### src/rtl/soc_pm_sequencer_if.sv
`default_nettype none
// ============================================================================
// Module   : soc_pm_ctrl (interface)
// Purpose  : Pixel-matrix control bundle driven by the PM sequencer.
// Revision : 1.0 - initial release
// ============================================================================
interface soc_pm_ctrl;
    logic clkSh;
    logic shA;
    logic shB;
    logic res;
    logic strobe;
    logic write_cfg;
    logic gate;

    modport master (output clkSh, shA, shB, res, strobe, write_cfg, gate);
    modport slave  (input  clkSh, shA, shB, res, strobe, write_cfg, gate);
endinterface
`default_nettype wire

### src/rtl/soc_pm_sequencer.sv
`default_nettype none
// ============================================================================
// Module   : soc_pm_sequencer
// Purpose  : Turns single commands into cycle-exact pixel-matrix waveforms.
// Revision : 1.0 - initial release
// ============================================================================
module soc_pm_sequencer #(
    parameter int CLK_DIV = 2,
    parameter int LEN_W   = 16
) (
    input  wire logic             clk,
    input  wire logic             rst,
    input  wire logic             cmd_valid,
    output logic                  cmd_ready,
    input  wire logic [1:0]       cmd_op,
    input  wire logic [LEN_W-1:0] cmd_len,
    input  wire logic             abort,
    output logic                  busy,
    output logic                  done,
    soc_pm_ctrl.master            ctrl
);

    localparam int                   c_PHASE_W    = $clog2(CLK_DIV + 1);
    localparam logic [c_PHASE_W-1:0] c_PHASE_LAST = c_PHASE_W'(CLK_DIV - 1);
    localparam logic [c_PHASE_W-1:0] c_PHASE_ONE  = c_PHASE_W'(1);
    localparam logic [LEN_W-1:0]     c_LEN_ONE    = LEN_W'(1);
    localparam logic [1:0]           c_OP_SHIFT   = 2'd0;
    localparam logic [1:0]           c_OP_WCFG    = 2'd1;
    localparam logic [1:0]           c_OP_STROBE  = 2'd2;
    localparam logic [1:0]           c_OP_GATE    = 2'd3;

    typedef enum logic [2:0] {
        S_IDLE  = 3'd0,
        S_SETUP = 3'd1,
        S_HIGH  = 3'd2,
        S_LOW   = 3'd3,
        S_HOLD  = 3'd4,
        S_DONE  = 3'd5
    } state_t;

    state_t               r_state, w_state_nxt;
    logic [1:0]           r_op, w_op_nxt;
    logic [c_PHASE_W-1:0] r_phase, w_phase_nxt;
    logic [LEN_W-1:0]     r_cnt, w_cnt_nxt;

    logic r_clk_sh, r_sh_a, r_strobe, r_write_cfg, r_gate;
    logic r_busy, r_done, r_ready;
    logic w_clk_sh, w_sh_a, w_strobe, w_write_cfg, w_gate;
    logic w_phase_last, w_cnt_last;

    assign w_phase_last = (r_phase == c_PHASE_LAST);
    assign w_cnt_last   = (r_cnt == c_LEN_ONE);

    always_comb begin
        w_state_nxt = r_state;
        w_op_nxt    = r_op;
        w_phase_nxt = r_phase;
        w_cnt_nxt   = r_cnt;
        case (r_state)
            S_IDLE: begin
                if (cmd_valid) begin
                    w_op_nxt    = cmd_op;
                    w_cnt_nxt   = cmd_len;
                    w_phase_nxt = '0;
                    if (cmd_len == '0)
                        w_state_nxt = S_DONE;
                    else if (cmd_op == c_OP_SHIFT)
                        w_state_nxt = S_SETUP;
                    else if (cmd_op == c_OP_STROBE)
                        w_state_nxt = S_HIGH;
                    else
                        w_state_nxt = S_HOLD;
                end
            end
            S_SETUP, S_HIGH: begin
                if (w_phase_last) begin
                    w_phase_nxt = '0;
                    w_state_nxt = (r_state == S_SETUP) ? S_HIGH : S_LOW;
                end else begin
                    w_phase_nxt = r_phase + c_PHASE_ONE;
                end
            end
            S_LOW: begin
                if (w_phase_last) begin
                    w_phase_nxt = '0;
                    if (w_cnt_last) begin
                        w_state_nxt = S_DONE;
                    end else begin
                        w_cnt_nxt   = r_cnt - c_LEN_ONE;
                        w_state_nxt = S_HIGH;
                    end
                end else begin
                    w_phase_nxt = r_phase + c_PHASE_ONE;
                end
            end
            S_HOLD: begin
                if (w_cnt_last)
                    w_state_nxt = S_DONE;
                else
                    w_cnt_nxt = r_cnt - c_LEN_ONE;
            end
            S_DONE:  w_state_nxt = S_IDLE;
            default: w_state_nxt = S_IDLE;
        endcase

        if (abort && (r_state != S_IDLE))
            w_state_nxt = S_IDLE;

        // Outputs are decoded from the next state so every ctrl line leaves a flop.
        w_sh_a      = (w_op_nxt == c_OP_SHIFT) &&
                      ((w_state_nxt == S_SETUP) || (w_state_nxt == S_HIGH) || (w_state_nxt == S_LOW));
        w_clk_sh    = (w_op_nxt == c_OP_SHIFT)  && (w_state_nxt == S_HIGH);
        w_strobe    = (w_op_nxt == c_OP_STROBE) && (w_state_nxt == S_HIGH);
        w_write_cfg = (w_op_nxt == c_OP_WCFG)   && (w_state_nxt == S_HOLD);
        w_gate      = (w_op_nxt == c_OP_GATE)   && (w_state_nxt == S_HOLD);
    end

    always_ff @(posedge clk) begin
        if (rst) begin
            r_state     <= S_IDLE;
            r_op        <= c_OP_SHIFT;
            r_phase     <= '0;
            r_cnt       <= '0;
            r_clk_sh    <= 1'b0;
            r_sh_a      <= 1'b0;
            r_strobe    <= 1'b0;
            r_write_cfg <= 1'b0;
            r_gate      <= 1'b0;
            r_busy      <= 1'b0;
            r_done      <= 1'b0;
            r_ready     <= 1'b1;
        end else begin
            r_state     <= w_state_nxt;
            r_op        <= w_op_nxt;
            r_phase     <= w_phase_nxt;
            r_cnt       <= w_cnt_nxt;
            r_clk_sh    <= w_clk_sh;
            r_sh_a      <= w_sh_a;
            r_strobe    <= w_strobe;
            r_write_cfg <= w_write_cfg;
            r_gate      <= w_gate;
            r_busy      <= (w_state_nxt != S_IDLE);
            r_done      <= (w_state_nxt == S_DONE);
            r_ready     <= (w_state_nxt == S_IDLE);
        end
    end

    assign cmd_ready      = r_ready;
    assign busy           = r_busy;
    assign done           = r_done;
    assign ctrl.clkSh     = r_clk_sh;
    assign ctrl.shA       = r_sh_a;
    assign ctrl.shB       = 1'b0;
    assign ctrl.res       = 1'b0;
    assign ctrl.strobe    = r_strobe;
    assign ctrl.write_cfg = r_write_cfg;
    assign ctrl.gate      = r_gate;

endmodule
`default_nettype wire

### src/flat_wrapper.sv
// flat-port wrapper written by rule: the top's interface ports become plain ports
module soc_pm_sequencer_flat 
#(
    parameter int CLK_DIV = 2,
    parameter int LEN_W   = 16
)
  (clk, rst, cmd_valid, cmd_ready, cmd_op, cmd_len, abort, busy, done, ctrl_clkSh, ctrl_shA, ctrl_shB, ctrl_res, ctrl_strobe, ctrl_write_cfg, ctrl_gate);
  soc_pm_ctrl ctrl_i ();
  input  wire logic clk;
  input  wire logic rst;
  input  wire logic cmd_valid;
  output logic cmd_ready;
  input  wire logic [1:0] cmd_op;
  input  wire logic [LEN_W-1:0] cmd_len;
  input  wire logic abort;
  output logic busy;
  output logic done;
  output wire logic [$bits(ctrl_i.clkSh)-1:0] ctrl_clkSh;
  output wire logic [$bits(ctrl_i.shA)-1:0] ctrl_shA;
  output wire logic [$bits(ctrl_i.shB)-1:0] ctrl_shB;
  output wire logic [$bits(ctrl_i.res)-1:0] ctrl_res;
  output wire logic [$bits(ctrl_i.strobe)-1:0] ctrl_strobe;
  output wire logic [$bits(ctrl_i.write_cfg)-1:0] ctrl_write_cfg;
  output wire logic [$bits(ctrl_i.gate)-1:0] ctrl_gate;
  assign ctrl_clkSh = ctrl_i.clkSh;
  assign ctrl_shA = ctrl_i.shA;
  assign ctrl_shB = ctrl_i.shB;
  assign ctrl_res = ctrl_i.res;
  assign ctrl_strobe = ctrl_i.strobe;
  assign ctrl_write_cfg = ctrl_i.write_cfg;
  assign ctrl_gate = ctrl_i.gate;
  soc_pm_sequencer #(.CLK_DIV(CLK_DIV), .LEN_W(LEN_W)) u_core (.clk(clk), .rst(rst), .cmd_valid(cmd_valid), .cmd_ready(cmd_ready), .cmd_op(cmd_op), .cmd_len(cmd_len), .abort(abort), .busy(busy), .done(done), .ctrl(ctrl_i));
endmodule
### config.mk
export PLATFORM = sky130hd
export DESIGN_NAME = soc_pm_sequencer_flat
export DESIGN_NICKNAME = d
export VERILOG_FILES = /design/src/rtl/soc_pm_sequencer_if.sv /design/src/rtl/soc_pm_sequencer.sv /design/src/flat_wrapper.sv
export SDC_FILE = /design/constraint.sdc
export NUM_CORES = 1
export LEC_CHECK = 0
export BUFFER_PORTS_ARGS = -buffer_cell sky130_fd_sc_hd__buf_2
export CORE_MARGIN = 2
export CORE_UTILIZATION = 55
export CTS_CLUSTER_DIAMETER = 80
export CTS_CLUSTER_SIZE = 40
export DETAILED_ROUTE_END_ITERATION = 8
export PLACE_DENSITY = 0.79
export RECOVER_POWER = 50
export SYNTH_ARGS = -nofsm -noshare
export SYNTH_HDL_FRONTEND = slang
export SYNTH_SLANG_ARGS = --single-unit
### constraint.sdc
create_clock -name clk -period 2.6 [get_ports clk]
set_clock_uncertainty 0.05 [all_clocks]
set_input_delay 0.39 -clock clk [delete_from_list [all_inputs] [get_ports clk]]
set_output_delay 0.39 -clock clk [all_outputs]
set_load 0.01 [all_outputs]
==> key figures <==
Status
  • Status: complete, no violations

Floorplanning
  • Total die area: 3820 um^2
  • Die height: 61.8 um
  • Die width: 61.8 um
  • Site Rows: 20
  • Starting Density: 59.2%
  • Io pins: 32
  • Core area: 3100 um^2

CTS
  • Clk pin slew, worst setup/hold paths: 0.11 ns
  • Worst skew pair latency: 0.35 ns
  • CTS tree: done
  • Hold_buf cts: 0
  • Post-CTS Setup Inserts: 0
  • Clock Sinks: 31
  • CTS Buffer Depth: 2
  • Post-CTS sizing: 0
  • CTS buffer count: 5
  • H-tree depth: 2
  • CTS root buffer: clkbuf_4

Placed design
  • Placed Cells: 296
  • Placed wire-length estimate: 3.26 mm
  • Final GP Congestion: 0.875
  • Number of buffers added on ports: 29

Timing
  • RSZ-0062 raised after global routing: false
  • Slew margin rel.: 34.8%
  • Min Tclk post-route: 2.23 ns
  • Final Cycle Share: 85.8%
  • Final setup fails: 0
  • Fmax: 448 MHz
  • Final hold vios: 0
  • Slew Limit Fails: 0
  • Slew @ Worst Pin: 0.965 ns
  • Setup TNS Final: 0 ns

Critical path
  • Worst Setup SP: u_core.r_state[2]
  • Critical Path Slowest Stage Cell: or3b_2
  • Cells along the critical path: or3b_2, nand2_1, a21boi_4, a21oi_1, a211oi_2
  • CP Class: reg2reg
  • Required @ worst endpoint: 2.78 ns
  • Slowest stage delay, CP: 0.61 ns
  • CP Launch Type: flip-flop
  • WP data arrival: 2.41 ns
  • Launching point of the worst reg2reg path: u_core.r_state[2]
  • CP max FO: 15
  • Worst Setup End Kind: flip-flop
  • Delay-heaviest family, CP: simple AND/OR/NAND/NOR gates
  • CP bufs+invs: 0

Cells and area
  • Inserted Diodes: 0
  • Fillers: 290
  • Layout cell share with drive strength beyond 1: 17.7%
  • Finished Layout Cells: 304
  • Nets: 283
  • Area grow syn2layout: 11.5%

Drt
  • Initial DRT Pass Iterations: 4
  • Vias per inst: 6.04
  • Wire length per cell: 14.7 um
  • Iteration-0 DRC Markers: 174
  • Residual DRC count: 0
  • Post-route ant nets: 0
  • Total wire length: 4.48 mm
  • Vias: 1837

Min path
  • Min-delay src: cmd_len[0]
  • Min-delay worst type: in2reg

GRT
  • Initial antenna violation count: 0
  • First-pass GRT wire length: 7.13 mm
  • Largest net degree at the start of global routing: 24
  • Grt ovf: 0
  • GRT Resource Usage Total: 25.9%
  • Number of global-route vias before repair: 1531

Synthesis
  • Async SR Flop Fraction: 0%
  • Netlist cell types: 57
  • Synth Area per Inst: 7.88 um^2
  • Largest cells by area after synthesis: dfxtp_1 (34%), a21oi_1 (5.7%), o21ai_0 (5.4%)
  • Number of synthesized register bits: 31
  • Synth warn: 0
  • Post-Synthesis Cells: 233
  • Top-area cell type share of the netlist area: 33.8%
  • Seq/Total Area, Yosys: 33.8%
  • Number of synthesized flops with an enable pin: 0
  • Syn Std Cell Area: 1840 um^2
  • Top_reg_cell synth: dfxtp_1
  • Synth area leader: dfxtp_1

Power
  • Leakage power: 0.813 nW
  • Power Dens Cells: 710 nW/um^2
  • VDD IR max: 353 uV

Job
  • Max-cap viol count: 0
layout make-up:
cell class / count / area [um^2] / area share, %
clock buffers: 5 / 37.5 / 1.83
clock inverters: 3 / 43.8 / 2.14
inverters: 4 / 15.0 / 0.733
multi-input cells: 183 / 1100 / 53.9
flip-flops and latches: 31 / 621 / 30.3
well taps: 44 / 55.1 / 2.69
repair buffers: 34 / 173 / 8.43
final timing paths:
path / endpoint / slack [ns] / cells past startpoint
max: u_core.r_cnt[13] / 0.37 / 5
min: u_core.r_cnt[0] / 0.27 / 3
max reg2reg: u_core.r_cnt[13] / 0.37 / 5
min reg2reg: u_core.r_phase[1] / 0.44 / 1
per-stage QoR:
stage                     power, W  setup slack, ns  hold slack (ns)  area, um^2  utilization, %
after floorplan           0.000956            0.707            0.405        1840               -
after global placement     0.00107            0.460            0.422        1980            63.9
after detailed placement   0.00107            0.408            0.427        1980            63.9
after CTS                  0.00146            0.386            0.268        2060            66.5
after global routing       0.00154            0.196            0.303        2050            66.0
final                      0.00145            0.370            0.274        2050            66.0
placed cells by master (no fill, tap or decap), types with 4 or more instances in the layout:
cell and n:
nor4_1 10, dfxtp_1 31, and3_1 4, nand2_1 16, clkbuf_4 5, nand3_1 8, nor3_1 10, buf_4 5
o21ai_0 20, a21oi_1 21, inv_1 4, buf_2 21, clkbuf_1 8, or3_1 4, nor2_1 24
state kept, by name, summed over array words and instances (netlist names), 2 cells and up:
register / count
u_core.r_op: 2
u_core.r_cnt: 16
u_core.r_state: 3
u_core.r_phase: 2
routing by layer:
metal	GRT usage [%]	routed length [um]	vias to the layer above
li1	-	-	919
met1	38.5	2160	843
met2	36.1	1890	66
met3	4.97	341	9
met4	11.2	86	0
met5	0	0	-
Yosys cell counts, types with 3 or more instances:
| master | number |
|---|---|
| a21o_1 | 3 |
| or2_2 | 3 |
| nand2b_1 | 3 |
| nand2_1 | 16 |
| dfxtp_1 | 31 |
| mux2i_1 | 3 |
| o21ai_0 | 20 |
| and4_1 | 3 |
| and3_1 | 4 |
| a21oi_1 | 21 |
| nor3_1 | 10 |
| nor2_1 | 24 |
| nor4_1 | 10 |
| inv_1 | 4 |
| clkbuf_1 | 7 |
| nand3_1 | 8 |
| buf_2 | 3 |
| nor3b_1 | 3 |
| or3_1 | 4 |
report_power, final:
group	total, W	switching, W	internal, W
logic	0.000477	0.000282	0.000195
clock network	0.000386	0.000184	0.000202
registers	0.000591	0.0000597	0.000532
total	0.00145	0.000526	0.000929
worst min-delay path, cell delays in order:
cell and delay [ns]:
buf_2 0.11, nand3_1 0.06, a31oi_1 0.07
logic make-up (layout without fill, tap and decap cells):
kind of cell / after synthesis / in the layout / synth area share, %
adders and majority gates: 3 / 3 / 1.98
and+or+nand+nor: 105 / 105 / 31.9
other: 1 / 2 / 0.204
buffers and inverters: 20 / 46 / 5.99
muxes: 3 / 3 / 1.63
DFF: 31 / 31 / 33.8
AOI/OAI and AO/OA: 70 / 70 / 24.5
Note: power is estimated with default switching activity, not from simulation.
